$ cat src/rtl/wb_deserializer.sv
// wb_deserializer: receive end of the serial link. It recovers 27-bit
// frames (start 0, 27 data bits MSB first, stop 1) from a one-bit line,
// queues them in a small FIFO and exposes them through a Wishbone slave.
module wb_deserializer #(
  parameter int         WORD_W     = 9,
  parameter int         N_WORDS    = 3,
  parameter int         FIFO_DEPTH = 4,
  parameter logic [1:0] ADR_DATA   = 2'd0,
  parameter logic [1:0] ADR_STATUS = 2'd1
) (
  input  logic        clk_i,
  input  logic        rst_ni,
  input  logic        data_i,
  output logic        rx_valid_o,
  input  logic        CYC_I,
  input  logic        STB_I,
  input  logic        WE_I,
  input  logic [31:0] ADR_I,
  input  logic [31:0] DAT_I,
  output logic        ACK_O,
  output logic        ERR_O,
  output logic [31:0] DAT_O
);

  localparam int FRAME_W = WORD_W * N_WORDS;
  localparam int AW      = $clog2(FIFO_DEPTH);
  localparam int PW      = AW + 1;
  localparam int CW      = $clog2(FRAME_W);
  localparam logic [CW-1:0] LAST_BIT = CW'(FRAME_W - 1);

  localparam logic [1:0] S_IDLE  = 2'd0;
  localparam logic [1:0] S_SHIFT = 2'd1;
  localparam logic [1:0] S_STOP  = 2'd2;
  localparam logic [1:0] S_WAIT  = 2'd3;

  logic               sync_d, sync_q;
  logic [1:0]         state;
  logic [CW-1:0]      bit_cnt;
  logic [FRAME_W-1:0] shreg;
  logic [FRAME_W-1:0] mem [FIFO_DEPTH];
  logic [PW-1:0]      wptr, rptr, level;
  logic               empty, full;
  logic               push, pop, wr_en;
  logic               ovr_set, ferr_set, clr_ovr, clr_ferr;
  logic               overrun_q, frame_err_q;
  logic               req;
  logic [3:0]         level4;
  logic               unused_ok;

  assign unused_ok = ^{ADR_I[31:2], DAT_I[31:3], DAT_I[0]};

  // Two-flop synchronizer; resets to the idle-high line level.
  always_ff @(posedge clk_i or negedge rst_ni) begin
    if (!rst_ni) begin
      sync_d <= 1'b1;
      sync_q <= 1'b1;
    end else begin
      sync_d <= data_i;
      sync_q <= sync_d;
    end
  end

  // Frame receiver FSM: start detect, 27-bit shift, stop check.
  always_ff @(posedge clk_i or negedge rst_ni) begin
    if (!rst_ni) begin
      state   <= S_IDLE;
      bit_cnt <= '0;
      shreg   <= '0;
    end else begin
      case (state)
        S_IDLE: if (!sync_q) begin
          bit_cnt <= '0;
          state   <= S_SHIFT;
        end
        S_SHIFT: begin
          shreg <= {shreg[FRAME_W-2:0], sync_q};
          if (bit_cnt == LAST_BIT) state <= S_STOP;
          else bit_cnt <= bit_cnt + 1'b1;
        end
        S_STOP: state <= sync_q ? S_IDLE : S_WAIT;
        default: if (sync_q) state <= S_IDLE;
      endcase
    end
  end

  assign push     = (state == S_STOP) && sync_q;
  assign ferr_set = (state == S_STOP) && !sync_q;
  assign level    = wptr - rptr;
  assign empty    = (level == '0);
  assign full     = (level == PW'(FIFO_DEPTH));
  // A pop in the same cycle frees the slot, so a full FIFO still accepts.
  assign wr_en    = push && (!full || pop);
  assign ovr_set  = push && full && !pop;
  assign level4   = 4'(level);
  assign req      = CYC_I && STB_I;
  assign rx_valid_o = !empty;

  // Frame storage; contents need no reset since the pointers gate reads.
  always_ff @(posedge clk_i) begin
    if (wr_en) mem[wptr[AW-1:0]] <= shreg;
  end

  // FIFO pointers, one extra wrap bit to tell full from empty.
  always_ff @(posedge clk_i or negedge rst_ni) begin
    if (!rst_ni) begin
      wptr <= '0;
      rptr <= '0;
    end else begin
      if (wr_en) wptr <= wptr + 1'b1;
      if (pop)   rptr <= rptr + 1'b1;
    end
  end

  // Sticky flags, write-1-to-clear; a same-cycle set beats the clear.
  always_ff @(posedge clk_i or negedge rst_ni) begin
    if (!rst_ni) begin
      overrun_q   <= 1'b0;
      frame_err_q <= 1'b0;
    end else begin
      overrun_q   <= ovr_set  || (overrun_q   && !clr_ovr);
      frame_err_q <= ferr_set || (frame_err_q && !clr_ferr);
    end
  end

  // Combinational Wishbone decode; ACK/ERR answer in the request cycle.
  always_comb begin
    ACK_O    = 1'b0;
    ERR_O    = 1'b0;
    DAT_O    = '0;
    pop      = 1'b0;
    clr_ovr  = 1'b0;
    clr_ferr = 1'b0;
    if (req) begin
      if (ADR_I[1:0] == ADR_DATA && !WE_I) begin
        if (!empty) begin
          ACK_O = 1'b1;
          DAT_O = 32'(mem[rptr[AW-1:0]]);
          pop   = 1'b1;
        end else begin
          ERR_O = 1'b1;
        end
      end else if (ADR_I[1:0] == ADR_STATUS) begin
        ACK_O = 1'b1;
        if (WE_I) begin
          clr_ovr  = DAT_I[2];
          clr_ferr = DAT_I[1];
        end else begin
          DAT_O = {24'b0, level4, 1'b0, overrun_q, frame_err_q, empty};
        end
      end else begin
        ERR_O = 1'b1;
      end
    end
  end

endmodule

$ cat config.mk
export PLATFORM = sky130hd
export DESIGN_NAME = wb_deserializer
export DESIGN_NICKNAME = d
export VERILOG_FILES = /design/src/rtl/wb_deserializer.sv
export SDC_FILE = /design/constraint.sdc
export NUM_CORES = 1
export LEC_CHECK = 0
export BUFFER_PORTS_ARGS = -buffer_cell sky130_fd_sc_hd__clkbuf_2
export CORE_AREA = 2 2 102 144
export DETAILED_ROUTE_END_ITERATION = 12
export DIE_AREA = 0 0 104 146
export GPL_TIMING_DRIVEN = 0
export PLACE_DENSITY = 0.74
export SYNTH_ARGS = -nofsm -noshare
export SYNTH_HDL_FRONTEND = slang
export SYNTH_SLANG_ARGS = --single-unit
$ cat constraint.sdc
create_clock -name clk_i -period 10.7 [get_ports clk_i]
set_input_delay 2.14 -clock clk_i [delete_from_list [all_inputs] [get_ports clk_i]]
set_output_delay 2.14 -clock clk_i [all_outputs]
set_load 0.02 [all_outputs]
==> results of run 1 <==
[flip-flops by register name, summed over array words and instances, names as in the netlist]
name and count:
mem 108, shreg 27, bit_cnt 5, rptr 3
wptr 3, state 2, frame_err_q 1, overrun_q 1
sync_d 1, sync_q 1
[stage by stage]
| stage | worst slack (ns) | hold WS, ns | total power (uW) | area [um^2] | instances |
|---|---|---|---|---|---|
| 3_5_place_dp | 4.77 | 0.347 | 1310 | 6630 | 571 |
| 6_report | 4.78 | 0.355 | 1930 | 7270 | 603 |
| 2_1_floorplan | 5.28 | 0.345 | 1180 | 6160 | 344 |
| 3_3_place_gp | 3.68 | 0.346 | 1290 | 6590 | 568 |
| 4_1_cts | 4.76 | 0.356 | 1940 | 7270 | 603 |
| 5_1_grt | 4.64 | 0.360 | 2020 | 7270 | 603 |
[power by group through the flow]
stage / Clock [uW] / Sequential, uW / Combinational [uW]
2_1_floorplan: 0 / 845 / 335
3_3_place_gp: 0 / 867 / 420
3_5_place_dp: 0 / 879 / 434
4_1_cts: 635 / 870 / 439
5_1_grt: 658 / 886 / 472
6_report: 629 / 870 / 429
[kinds of logic after synthesis]
kind of cell / after synthesis
compound gates: 21
xor+xnor: 5
fa+ha+maj: 10
buf+inv: 28
flops: 152
mux: 57
other cells: 1
simple gates: 66
[cell usage in the layout (no fill, tap or decap), types with 4 or more instances in the layout]
master     count
mux4_2        27
buf_2          8
inv_1          6
buf_4          6
edfxtp_1     108
clkbuf_2      39
a32o_1         4
and3_1        23
dfrtp_1       42
ha_1           9
conb_1         5
nand4_1        4
o21ai_0        7
nand3_1        8
nand2_1        9
bufinv_16      4
mux2_2        29
clkbuf_1       8
a21oi_1        5
clkbuf_16     17
[final timing paths]
| path | endpoint | slack, ns | cells after the start |
|---|---|---|---|
| worst max-delay path | DAT_O[10] | 4.78 | 8 |
| worst min-delay path | sync_q$_DFF_PN1_ | 0.36 | 0 |
| worst max register to register | mem[0][6]$_DFFE_PP_ | 7.31 | 8 |
| worst min register to register | sync_q$_DFF_PN1_ | 0.36 | 0 |
| max in group asynchronous | bit_cnt[0]$_DFFE_PN0P_ | 8.04 | 1 |
| min in group asynchronous | shreg[13]$_DFFE_PN0P_ | 1.95 | 1 |
[routing by layer]
layer	track usage	part of all wire
met1	0.171	0.39
met2	0.283	0.57
met3	0.0349	0.029
met4	0.0568	0.017
met5	0	0
[area by class of cell]
class | instances | area (um^2)
inverters | 6 | 22.5
clock inverters | 14 | 196
repair buffers | 42 | 229
flip-flops and latches | 152 | 4350
fillers | 1128 | 6520
well taps | 185 | 231
plain buffers | 22 | 115
clock buffers | 18 | 439
multi-input cells | 164 | 1690
==> key figures, run 1 <==
Outcome
  • Status: completed

Cells and area
  • Final #Nets: 485
  • Fraction of layout cells with a size suffix above 1: 0.373
  • Post-layout util: 0.527
  • ANT cells: 0
  • Syn-to-layout area delta: 18.2%

Power and ir drop
  • Combinational share of power: 0.222
  • Sw frac: 0.284
  • Internal power: 1380 uW
  • Leakage power: 0.00277 uW
  • Pwr dens: 265 nW/um^2
  • Worst VDD drop: approximately 0.11 mV
  • Clock Power Share: 0.326
  • Net Switching: 547 uW
  • Seq pwr share: 0.451

Global routing
  • Largest net degree at the start of global routing: 45
  • First-pass GRT wire length: 17,400 um
  • Global Route Usage Sum: 0.153
  • Initial antenna violation count: 0
  • Number of global-route vias before repair: 3,297
  • Overflow after GRT: 0

Critical path
  • Startpoint types: input port
  • Critical path class: input port to output port
  • CP max stage cell: clkbuf_1
  • R2r startpoint: rptr[1]$_DFFE_PN0P_
  • WP data required: 8.56 ns
  • CP delay by family, top: buffers and inverters
  • Crit path from: CYC_I
  • CP arrival: approximately 3.8 ns
  • Crit. End Element: output port
  • Delay of the slowest critical-path stage: ~0.34 ns
  • Buf/Inv on CP: 5
  • Critical path cell sequence: clkbuf_2 -> and2_1 -> clkbuf_1 -> and3_1 -> buf_2 -> clkbuf_1 -> and3_1 -> clkbuf_2
  • Largest fanout on the critical path: 10

Routing
  • Post-route ant nets: 0
  • Initial drt markers: approximately 140
  • DRT Pass-1 Iters: 4
  • Via count: 3,127
  • Vias per cell: between 5 and 6
  • Drt wl/cell: roughly 18 um
  • Drt drc: 0
  • Final WL: ~11,000 um

Worst hold path
  • Worst hold-check path type: register to register
  • Hold Crit Start: sync_d$_DFF_PN1_

Synth
  • Synth top area share: 0.527
  • Simple logic cell fraction of the synthesized area: 0.0608
  • Post-synth EDFFs: 108
  • Asr flop ratio synth: 0.289
  • Syn Std Cell Area: 6150 um^2
  • Synthesis warning total: 0
  • Compound-Gate Fraction of Synth Area: 0.0242
  • Seq/Total Area, Yosys: 0.707
  • Synthesized flop and latch total: 152
  • Adder-cell area share of the yosys netlist: 0.0216
  • Main combinational cell family by area after synthesis: multiplexers
  • Ys flop type: edfxtp_1
  • Mux share of post-synthesis cell area: 0.154
  • Syn Area/Cell: approximately 18 um^2
  • Top cells by count, synth: edfxtp_1 (108), dfrtp_1 (42), mux2_2 (29)
  • Top post-synthesis cells by area: edfxtp_1 (53%), dfrtp_1 (17%), mux4_2 (9.9%)
  • Post-Synth XOR/XNOR Area: 0.00977
  • Top-count cell post-synth: edfxtp_1
  • Synth cell types: 35
  • Area leader, netlist: edfxtp_1
  • Synth Instances: 340

Place
  • HPWL after DPL: 6960 um
  • Final GP Congestion: slightly above 0.7
  • IO buf count: 39

Floorplanning
  • Initial Util: 0.446
  • FP Rows: 51
  • Total core area: 13,800 um^2
  • Die Wd: 104 um
  • Ports: 105
  • Die ar.: 15,200 um^2
  • Die Y: 146 um

Job
  • Max Cap Viol: 0

CTS
  • CTS Buf Count: 17
  • CTS tree: yes
  • Skew-Pair Late Insertion Delay: 0.41 ns
  • Post-CTS Resized: 0
  • CTS sink cnt: 152
  • Hold buffers post-CTS: 0
  • # Post-CTS Setup Buffers: 0
  • Bufs on Longest Clock Path: 2
  • Clock transition at the registers of the reported paths: 0.06 ns
  • H-tree level count: 4
  • Root Buffer: clkbuf_16

Timing
  • Final Hold Viols: 0
  • Achievable frequency: between 0.15 and 0.2 GHz
  • Min cycle time layout: about 6 ns
  • Final setup violation count: 0
  • TNS Setup: 0 ns
  • Post-Route Skew: around 0.0083 ns
  • RSZ-0062 raised after global routing: false
  • Post-route clock period utilization: 0.553
  • Final Slew Violations: 0
  • Worst-Margin Slew: 1.16 ns
  • Slew HR: 0.229
Power figures use the tool's default switching activity.
==> run 2: changes to the inputs <==
Settings changed: ABC_AREA from default to 1, CORE_AREA 2 2 102 144 to 2 2 104 147, DIE_AREA 0 0 104 146 to 0 0 106 149, PLACE_DENSITY 0.74 to 0.76.
Clock period 10.7 ns to 4.7 ns, I/O delays scaled along.
==> key figures, run 2 <==
Outcome
  • Status: completed

Place
  • Worst slack at placement: 1.30 ns
  • Placed insts: about 820
  • IO buf count: 39
  • Final GP Congestion: 0.830
  • HPWL after DPL: between 8000 and 9000 um

Synth
  • Syn Area/Cell: 11.0 um^2
  • Synth cell types: 31
  • Synthesis warning total: 0
  • Ys flop type: edfxtp_1
  • Top post-synthesis cells by area: edfxtp_1 (51%), dfrtp_1 (16%), nand2_1 (6.8%)
  • Synth Instances: 581
  • Seq/Total Area, Yosys: 0.680
  • Asr flop ratio synth: 0.289
  • Area leader, netlist: edfxtp_1
  • Syn Std Cell Area: 6390 um^2
  • Synth top area share: 0.507
  • Top cells by count, synth: nand2_1 (115), edfxtp_1 (108), nor2_1 (80)
  • Post-synth EDFFs: 108
  • Synthesized flop and latch total: 152
  • Top-count cell post-synth: nand2_1

Routing
  • Drt wl/cell: 16.7 um
  • Post-route ant nets: 0
  • Final WL: 14,200 um
  • Via count: 4,462
  • Drt drc: 0
  • Initial drt markers: 387
  • DRT Pass-1 Iters: 5
  • Vias per cell: between 5 and 6

Power and ir drop
  • Combinational share of power: 0.195
  • Net Switching: 1280 uW
  • Worst VDD drop: 0.272 mV
  • Leakage power: between 0.003 and 0.004 uW
  • Seq pwr share: 0.467
  • Clock Power Share: 0.337
  • Sw frac: 0.313
  • Pwr dens: roughly 540 nW/um^2
  • Internal power: around 2800 uW

Timing
  • Final Slew Violations: 0
  • Post-Route Skew: 0.0119 ns
  • Post-route clock period utilization: 0.817
  • Worst-Margin Slew: around 1.3 ns
  • Setup ws final: 0.861 ns
  • Achievable frequency: between 0.2 and 0.3 GHz
  • Slew HR: 0.110
  • Final Hold Viols: 0
  • Final setup violation count: 0
  • Min cycle time layout: 3.84 ns
  • RSZ-0062 raised after global routing: false
  • TNS Setup: 0 ns

CTS
  • Hold buffers post-CTS: 0
  • Clock transition at the registers of the reported paths: approximately 0.060 ns
  • # Post-CTS Setup Buffers: 0
  • Post-CTS Resized: 0
  • CTS tree: yes
  • CTS Buf Count: 17
  • CTS sink cnt: 152
  • Skew-Pair Late Insertion Delay: approximately 0.42 ns
  • Root Buffer: clkbuf_16
  • Bufs on Longest Clock Path: 2
  • H-tree level count: 4

Cells and area
  • Post-layout util: 0.512
  • Non-Filler Instances: 850
  • Syn-to-layout area delta: 17.4%
  • Commonest non-fill, non-tap cell in the layout: nand2_1
  • ANT cells: 0
  • Final #Nets: 725
  • Commonest non-fill, non-tap cells in the layout: nand2_1 (115), edfxtp_1 (108), nor2_1 (77)
  • Max reg flops: 108
  • Fraction of layout cells with a size suffix above 1: 0.181

Global routing
  • Initial antenna violation count: 0
  • Global Route Usage Sum: 0.187
  • First-pass GRT wire length: 22,500 um
  • Overflow after GRT: 0
  • Largest net degree at the start of global routing: 45
  • Number of global-route vias before repair: 4,613

Critical path
  • CP arrival: slightly below 3 ns
  • Largest fanout on the critical path: 11
  • Critical path class: register to output port
  • Crit. End Element: output port
  • Startpoint types: register
  • WP data required: 3.76 ns

Floorplanning
  • Total core area: 14,700 um^2
  • Die Wd: 106 um
  • Die Y: 149 um
  • FP Rows: 53
  • Initial Util: 0.436
  • Ports: 105
  • Die ar.: between 15,000 and 20,000 um^2

Worst hold path
  • Worst hold-check path type: register to register

Job
  • Max Cap Viol: 0
run 2: critical path, stage by stage (launching register included):
cell,delay [ns]
dfrtp_1,0.49
inv_2,0.11
clkbuf_1,0.29
fa_1,0.50
inv_1,0.07
nand2_1,0.06
nand2_1,0.07
nand2_1,0.05
nand2_2,0.08
inv_2,0.05
nand2_4,0.07
nand3_4,0.11
buf_6,0.18
nor2_1,0.16
clkbuf_2,0.20
run 2: layer usage:
layer,GRT usage,vias to the layer above,part of all wire
li1,-,2075,-
met5,0,-,0
met2,0.336,203,0.54
met4,0.109,0,0.028
met1,0.201,2149,0.38
met3,0.0428,35,0.056
run 2: cell type report:
| class | count | area, um^2 |
|---|---|---|
| Multi-Input combinational cell | 347 | 1700 |
| Sequential cell | 152 | 4350 |
| Clock buffer | 18 | 429 |
| Timing Repair Buffer | 41 | 235 |
| Inverter | 55 | 209 |
| Fill cell | 1215 | 7150 |
| Clock inverter | 14 | 171 |
| Tap cell | 192 | 240 |
| Buffer | 31 | 178 |
run 2: per-stage QoR:
stage	hold WS, ns	instance area [um^2]	total power (uW)
floorplan	0.345	6410	2430
global placement	0.348	6840	2640
detailed placement	0.348	6910	2700
CTS	0.357	7510	4080
global route	0.365	7510	4260
finish	0.357	7510	4080
run 2: cells by family after synthesis:
group           synth area share
compound gates            0.0822
xor+xnor                 0.00548
fa+ha+maj                 0.0207
buf+inv                   0.0605
flops                      0.680
other cells             0.000587
simple gates               0.151
run 2: path summary, 6_finish.rpt:
| path | slack [ns] | end | startpoint | cells after the start |
|---|---|---|---|---|
| max | 0.86 | DAT_O[7] | rptr[1]$_DFFE_PN0P_ | 14 |
| min | 0.36 | sync_q$_DFF_PN1_ | sync_d$_DFF_PN1_ | 0 |
| max reg2reg | 1.38 | mem[3][25]$_DFFE_PP_ | rptr[1]$_DFFE_PN0P_ | 10 |
| min reg2reg | 0.36 | sync_q$_DFF_PN1_ | sync_d$_DFF_PN1_ | 0 |
| max in group asynchronous | 3.22 | shreg[22]$_DFFE_PN0P_ | rst_ni | 1 |
| min in group asynchronous | 0.76 | bit_cnt[1]$_DFFE_PN0P_ | rst_ni | 1 |
run 2: power groups by stage:
stage                     clock, uW  combinational (uW)  sequential [uW]
after CTS                      1380                 797             1900
final                          1380                 796             1910
after floorplan                   0                 568             1860
after detailed placement          0                 777             1920
after global routing           1440                 890             1930
after global placement            0                 740             1900
